[src/rtl/weight_stabilizer.sv]
// Settle-and-accept stage between the load-cell driver and the display path.
// A reading is accepted once STABLE_N consecutive samples stay within +/-TOL
// of the first sample of the run; tare zeroes the scale at an accepted value.
module weight_stabilizer #(
  parameter int DATA_W   = 24,
  parameter int STABLE_N = 5,
  parameter int TOL      = 0,
  parameter int SEL_W    = 2
) (
  input  logic                     clk,
  input  logic                     reset,
  input  logic [DATA_W-1:0]        sample_in,
  input  logic                     sample_valid,
  input  logic                     tare,
  input  logic [SEL_W-1:0]         byte_sel,
  output logic signed [DATA_W-1:0] weight_out,
  output logic                     stable,
  output logic                     new_weight,
  output logic [7:0]               match_cnt,
  output logic [7:0]               byte_out
);

  localparam int NBYTES = (DATA_W + 7) / 8;
  localparam int XW     = 8 * NBYTES;

  localparam logic signed [DATA_W:0] TOL_X = (DATA_W + 1)'(TOL);
  localparam logic [7:0]             N_X   = 8'(STABLE_N);

  // Magnitude of a - b, widened by one bit so opposite-sign extremes never wrap.
  function automatic logic signed [DATA_W:0] abs_diff(
    input logic signed [DATA_W-1:0] a,
    input logic signed [DATA_W-1:0] b
  );
    logic signed [DATA_W:0] d;
    d = {a[DATA_W-1], a} - {b[DATA_W-1], b};
    return (d < 0) ? -d : d;
  endfunction

  // Net weight wraps modulo 2^DATA_W, matching the raw two's-complement range.
  function automatic logic signed [DATA_W-1:0] net_wrap(
    input logic signed [DATA_W-1:0] raw,
    input logic signed [DATA_W-1:0] offset
  );
    return raw - offset;
  endfunction

  logic signed [DATA_W-1:0] sample_s;
  logic signed [DATA_W-1:0] ref_p0,      ref_n;
  logic signed [DATA_W-1:0] accepted_p0, accepted_n;
  logic signed [DATA_W-1:0] offset_p0,   offset_n;
  logic signed [DATA_W-1:0] weight_p0,   weight_n;
  logic [7:0]               cnt_p0,      cnt_n;
  logic                     stable_p0,   stable_n;
  logic                     new_p0,      new_n;
  logic                     pending_p0,  pending_n;
  logic                     in_tol;
  logic                     accept;
  logic signed [XW-1:0]     weight_x;

  assign sample_s = sample_in;
  assign in_tol   = (abs_diff(sample_s, ref_p0) <= TOL_X);

  // Next-state: run tracking first, then tare applied to the post-sample state.
  always_comb begin
    ref_n      = ref_p0;
    accepted_n = accepted_p0;
    offset_n   = offset_p0;
    weight_n   = weight_p0;
    cnt_n      = cnt_p0;
    stable_n   = stable_p0;
    pending_n  = pending_p0;
    new_n      = 1'b0;
    accept     = 1'b0;

    if (sample_valid) begin
      if ((cnt_p0 == 8'd0) || !in_tol) begin
        // New run anchored at this sample; ref stays put while the run holds.
        ref_n    = sample_s;
        cnt_n    = 8'd1;
        stable_n = 1'b0;
        accept   = (N_X == 8'd1);
      end else if (cnt_p0 < N_X) begin
        cnt_n  = cnt_p0 + 8'd1;
        accept = (cnt_n == N_X);
      end
    end

    if (accept) begin
      accepted_n = sample_s;
      stable_n   = 1'b1;
      new_n      = 1'b1;
      if (pending_p0 || tare) begin
        offset_n  = sample_s;
        weight_n  = '0;
        pending_n = 1'b0;
      end else begin
        weight_n = net_wrap(sample_s, offset_p0);
      end
    end else if (tare) begin
      if (stable_n) begin
        offset_n = accepted_p0;
        weight_n = '0;
        new_n    = 1'b1;
      end else begin
        pending_n = 1'b1;
      end
    end
  end

  // State register; reset clears every tracking and data register.
  always_ff @(posedge clk) begin
    if (reset) begin
      ref_p0      <= '0;
      accepted_p0 <= '0;
      offset_p0   <= '0;
      weight_p0   <= '0;
      cnt_p0      <= '0;
      stable_p0   <= 1'b0;
      new_p0      <= 1'b0;
      pending_p0  <= 1'b0;
    end else begin
      ref_p0      <= ref_n;
      accepted_p0 <= accepted_n;
      offset_p0   <= offset_n;
      weight_p0   <= weight_n;
      cnt_p0      <= cnt_n;
      stable_p0   <= stable_n;
      new_p0      <= new_n;
      pending_p0  <= pending_n;
    end
  end

  assign weight_out = weight_p0;
  assign stable     = stable_p0;
  assign new_weight = new_p0;
  assign match_cnt  = cnt_p0;

  // Sign-extend to whole bytes so a partial top byte carries the sign.
  assign weight_x = XW'(weight_p0);

  // Byte view for display drivers; out-of-range selectors read as zero.
  always_comb begin
    byte_out = 8'h00;
    for (int i = 0; i < NBYTES; i++) begin
      if (int'(byte_sel) == i) byte_out = weight_x[8*i +: 8];
    end
  end

endmodule

[config.mk]
export PLATFORM = sky130hd
export DESIGN_NAME = weight_stabilizer
export DESIGN_NICKNAME = d
export VERILOG_FILES = /design/src/rtl/weight_stabilizer.sv
export SDC_FILE = /design/constraint.sdc
export NUM_CORES = 1
export LEC_CHECK = 0
export BUFFER_PORTS_ARGS = -buffer_cell sky130_fd_sc_hd__buf_4
export CAP_MARGIN = 5
export CORE_ASPECT_RATIO = 1.75
export CORE_MARGIN = 2
export CORE_UTILIZATION = 61
export DETAILED_ROUTE_END_ITERATION = 7
export HOLD_SLACK_MARGIN = 0.15
export PLACE_DENSITY_LB_ADDON = 0.25
export SETUP_SLACK_MARGIN = 0.2
export SYNTH_ARGS = -nofsm -noshare
export SYNTH_HDL_FRONTEND = slang
export SYNTH_SLANG_ARGS = --single-unit
export TNS_END_PERCENT = 1
[constraint.sdc]
create_clock -name clk -period 7.1 [get_ports clk]
set_clock_uncertainty 0.15 [all_clocks]
set_input_delay 0.355 -clock clk [delete_from_list [all_inputs] [get_ports clk]]
set_output_delay 0.355 -clock clk [all_outputs]
set_load 0.01 [all_outputs]
# Word-level counts from Yosys, hierarchy flattened
# Cells that the tools add are included.
[totals]
register_bits = 107
word_cells = 60
out_inout_bits = 42
[classes]
muxes = 27
eq_ne = 5
n_lt_le_gt_ge = 3
reduce_logical = 13
addsub = 4
[ops]
columns = ["op", "count"]
rows = [
  ["$mux W24", 8],
  ["$mux W8", 5],
  ["$le A25 B1 Y1 const B", 1],
  ["$lt A25 B1 Y1 const B", 1],
  ["$mux W25", 1],
  ["$neg A25 Y25", 1],
  ["$sub A24 B24 Y25", 1],
  ["$sub A24 B24 Y24", 1],
  ["$mux W1", 13],
  ["$add A8 B1 Y8 const B", 1],
  ["$eq A8 B3 Y1 const B", 1],
  ["$logic_not A8 Y1", 1],
  ["$lt A8 B3 Y1 const B", 1],
  ["$reduce_and A2 Y1", 3],
  ["$reduce_and A3 Y1", 2],
  ["$reduce_bool A2 Y1", 3],
  ["$eq A2 B2 Y1 const B", 2],
  ["$logic_not A2 Y1", 1],
  ["$logic_or A1 B1 Y1", 2],
  ["$ne A2 B1 Y1 const B", 1],
  ["$ne A2 B2 Y1 const B", 1],
  ["$logic_not A1 Y1", 1],
]

# Depth between registers and ports, before layout
[depth]
ltp_word = 11
mapped_depth = 22
mapped_depth_nobuf = 18

# Worst setup path before layout
# OpenSTA, ideal clock, no wires.
[synth_timing]
path_type = "in2reg"
from = "input port sample_in[0]"
to = "register weight_p0[19], in the netlist weight_out[19]"
path_buffers = 4
path_stages = 21
slack_ns = 1.882
setup_time_ns = 0.117
arrival_time_ns = 4.951
cell_sequence = "inv_1 ha_1 fa_1 nand2b_1 a211oi_1 o21ai_4 xnor2_1 or3_1 buf_4 nor4_2 and3_1 buf_4 a31oi_1 or3_4 a2111oi_2 a41oi_1 buf_2 o31ai_2 a21oi_2 buf_6 a22o_1"
[synth_via]
elab_chain_len = 10
word_cells_on_any_way = 17
classes_between = "3 x add/sub; 2 x order compare; 7 x mux; 5 x reduce/logical"
[synth_rtl]
columns = ["item", "line", "source"]
rows = [
  ["from (decl)", "12", "input logic [DATA_W-1:0] sample_in,"],
  ["$sub A24 B24 Y25", "35", "d = {a[DATA_W-1], a} - {b[DATA_W-1], b};"],
  ["$neg A25 Y25 / $lt A25 B1 Y1 (equally long branches)", "36", "return (d < 0) ? -d : d;"],
  ["$mux W25", "36", ""],
  ["$le A25 B1 Y1", "61", "assign in_tol = (abs_diff(sample_s, ref_p0) <= TOL_X);"],
  ["$logic_not A1 Y1", "76", "if ((cnt_p0 == 8'd0) || !in_tol) begin"],
  ["$logic_or A1 B1 Y1", "76", ""],
  ["$mux W1", "76", ""],
  ["$mux W1", "75", "if (sample_valid) begin"],
  ["$reduce_bool A2 Y1 (no source line)", "--", ""],
  ["$reduce_and A2 Y1 (no source line)", "--", ""],
  ["to (signal assigned)", "125", "weight_p0 <= weight_n;"],
  ["to (decl)", "51", "logic signed [DATA_W-1:0] weight_p0, weight_n;"],
]
# Several ways; a longest one is shown, not always the timed one.
# A chain may end at the register's enable or synchronous reset.

# Worst setup path after layout
[layout_timing]
from = "input port sample_in[0]"
to = "register offset_p0[0]"
[layout_via]
elab_chain_len = 10
word_cells_on_any_way = 17
classes_between = "2 x add/sub; 2 x order compare; 1 x eq/ne; 7 x mux; 5 x reduce/logical"
[layout_rtl]
columns = ["item", "line", "source"]
rows = [
  ["$sub A24 B24 Y25", "35", ""],
  ["$neg A25 Y25 / $lt A25 B1 Y1 (equally long branches)", "36", ""],
  ["$mux W25", "36", ""],
  ["$le A25 B1 Y1", "61", ""],
  ["$logic_not A1 Y1", "76", ""],
  ["$logic_or A1 B1 Y1", "76", ""],
  ["$mux W1", "76", ""],
  ["$mux W1", "75", ""],
  ["$ne A2 B1 Y1 (no source line) / $reduce_bool A2 Y1 (equally long branches)", "--", ""],
  ["$reduce_and A3 Y1 (no source line)", "--", ""],
  ["to (signal assigned)", "124", "offset_p0 <= offset_n;"],
  ["to (decl)", "50", "logic signed [DATA_W-1:0] offset_p0, offset_n;"],
]
# Several ways; a longest one is shown, not always the timed one. The select of a mux whose other input is x is not followed.

==> summary.md <==
| Metric | Value |
|---|---|
| TritonRoute pass-1 iters | 5 |
| Most common cell type on the critical path | buf_4 |
| Number of global-route vias before repair | between 7000 and 8000 |
| Core Rows | 55 |
| CTS tree | built |
| DIE HEIGHT | about 160 um |
| H-tree depth | 3 |
| PD cells | ~180 mW/mm2 |
| IO Pins | between 70 and 80 |
| Area fraction of the dominant cell type after synthesis | 26.9% |
| Status | completed |
| Nets | between 1000 and 1500 |
| Core area | approximately 0.013 mm2 |
| Async SR Flop Fraction | 0% |
| Clk root buf | clkbuf_16 |
| Per-cell routed wire length | approximately 19 um |
| Layout area overhead | 13.4% |
| GRT Total Usage | ~33% |
| Post-synthesis cell type with the largest combined area | dfxtp_1 |
| Post-synth EDFFs | 0 |
| Ys flop type | dfxtp_1 |
| Fmax | approximately 160 MHz |
| CP cell instances | dlygate4sd3_1 > buf_4 > inv_1 > ha_1 > fa_1 > nand2b_1 > a211oi_1 > o21ai_4 > xnor2_1 > or3_1 > nor4_2 > and3_1 > a31oi_1 > or3_4 > a2111oi_2 > a41oi_2 > nor4b_2 > or2_1 > buf_4 > a221oi_1 |
| Yosys Warn Count | 0 |
| Die Area | roughly 0.014 mm2 |
| Post-synthesis instance total | approximately 1000 |
| Worst-Margin Slew | roughly 1 ns |
| Final setup viols | 0 |
| Max Cap Viol | 0 |
| Initial Utilization | 61.9% |
| Startpoint types | primary input |
| Distinct cells, synth | 91 |
| CTS buffer count | 9 |
| Crit path kind | primary input to flop |
| Setup tns final | 0 ns |
| Initial antenna violation count | 0 |
| Clock sinks | about 110 |
| Synth area leaders | dfxtp_1, ha_1, nor2_1, a21oi_1, a221oi_2 |
| Reg clk slew, reported paths | roughly 0.080 ns |
| Via count | ~7800 |
| Tcrit/Tclk final | approximately nine tenths |
| Arrival @ worst endpoint | 6.43 ns |
| Max transition margin | between 30% and 40% |
| Tmin final | between 6 and 7 ns |
| Die Span X | 90.4 um |
| Hold WC Path Type | primary input to flop |
| Syn Nets | approximately 1100 |
| Routed Antenna Nets | 0 |
| Global placer's final weighted congestion | roughly 1 |
| Post-DP HPWL | 17.1 mm |
| Max Transition Viols Final | 0 |
| CP required | roughly 7 ns |
| Worst skew pair latency | roughly 0.35 ns |
| First-pass GRT wire length | between 30 and 40 mm |
| CP top delay family | simple AND/OR/NAND/NOR gates |
| N_diodes | 0 |
| Critical Path End Type | flop |
| DRC Markers | 0 |
| Number of synthesized register bits | approximately 110 |
| Seq/Total Area, Yosys | between 20% and 30% |
| Layout cells sized above 1 | between 10 and 15% |
| Port-buffer cells | roughly 70 |
| Post-CTS setup buffers | 0 |
| 1st-iter DRT viols | 383 |
| Total routed wirelength | about 23 mm |
| Mapped Avg Cell Area | around 8 um2 |
| Pwr Total | 1.62 mW |
| CTS max path bufs | 2 |
| Worst-path maximum fanout | 24 |
| Worst path buffer plus inverter count | 4 |
| Slowest stage delay, CP | approximately 0.57 ns |
| Gr ovfl total | 0 |
| Max VDD drop | 0.000119 V |
| Leakage power | approximately 3.6 nW |
| Largest net degree at the start of global routing | 82 |
| Worst path slowest cell | or3_1 |
| Avg Vias per Cell | 6.27 |
| Unrepaired setup endpoints after global routing | no |
| Final hold vios | 0 |
| Synth Cell Area | ~0.008 mm2 |
## logic make-up after synthesis
logic type               Yosys count  share of synthesized area, %
AND/OR/NAND/NOR                  339                          20.8
AO/OA/AOI/OAI                    314                          30.1
XOR/XNOR                          48                          5.28
buffers and inverters            129                          6.88
multiplexers                      13                          1.67
flip-flops                       107                          26.9
adder cells (fa/ha/maj)           52                          8.36
## per-layer routing
metal  track usage, %  wire (um)  up-vias
met4             21.4       1530        0
met5                0          0        -
li1                 -          -     3738
met3             4.84       1260       95
met2             59.9      11900      281
met1             35.6       8620     3638
## path summary, 6_finish.rpt
kind	endpoint	from	cells after the start	slack, ns
max	offset_p0[0]	sample_in[0]	20	0.70
max reg2reg	offset_p0[0]	ref_p0[0]	17	1.12
min	ref_p0[16]	sample_in[16]	3	0.15
min reg2reg	offset_p0[3]	offset_p0[3]	2	0.33
## sequential cells by signal, indices dropped and copies added (netlist names)
signal	cells
accepted_p0	24
match_cnt	8
new_weight	1
offset_p0	24
pending_p0	1
ref_p0	24
stable	1
weight_out	24
## synth_stat cells, types with 9 or more instances
master and instances:
dfxtp_1 107, nor3_1 21, buf_2 9, a22o_1 24, ha_1 50, xor2_1 16
a221oi_2 21, o21a_1 9, a211oi_1 33, buf_4 10, nand3_1 18, clkbuf_1 31
inv_1 74, and2_1 13, nand2_1 67, nor2_1 146, a21oi_1 90, mux2i_1 11
o21ai_0 26, xnor2_1 32, a21o_1 13
## through the flow
step,worst slack (ns),cells,hold WS (ns),util (%),area (um2)
after floorplan,1.88,1002,0.301,-,7960
final,0.700,1237,0.154,70.2,9030
after CTS,0.594,1237,0.151,70.1,9020
after global routing,0.321,1237,0.170,70.2,9030
after global placement,0.942,1203,0.309,66.3,8540
after detailed placement,0.759,1203,0.318,66.3,8540
## area by class of cell
cell class | count | area, um2
Multi-Input combinational cell | 766 | 5280
Fill cell | 1107 | 3840
Sequential cell | 107 | 2140
Timing Repair Buffer | 101 | 803
Inverter | 76 | 285
Clock buffer | 10 | 229
Tap cell | 171 | 214
Clock inverter | 6 | 73.8
## power breakdown
| group | leakage (nW) | switching, mW | internal, mW |
|---|---|---|---|
| combinational | 2.56 | 0.304 | 0.180 |
| clock | 0.146 | 0.250 | 0.280 |
| sequential | 0.867 | 0.00291 | 0.608 |
## worst min-delay path, cell delays in order
cell and delay, ns:
buf_4 0.13, a21oi_1 0.07, nor2_1 0.07
## placed cells by master (no fill, tap or decap), types with 11 or more instances in the layout
cell and n:
mux2i_1 11, xor2_1 16, and2_1 13, buf_4 83, a22o_1 24, nand3_1 18, ha_1 50, nor2_1 146
a221oi_2 21, inv_1 74, nor3_1 21, nand2_1 67, a21oi_1 90, a21o_1 13, a211oi_1 33, dfxtp_1 107
o21ai_0 26, xnor2_1 32, dlygate4sd3_1 18
## what timing repair did
item | CTS | global route
endpoints found under the hold margin | 22 | 0
endpoints found under the setup margin | 0 | 14
hold buffers | 18 | 0
resized for setup | 0 | 1
Power figures use the tool's default switching activity.
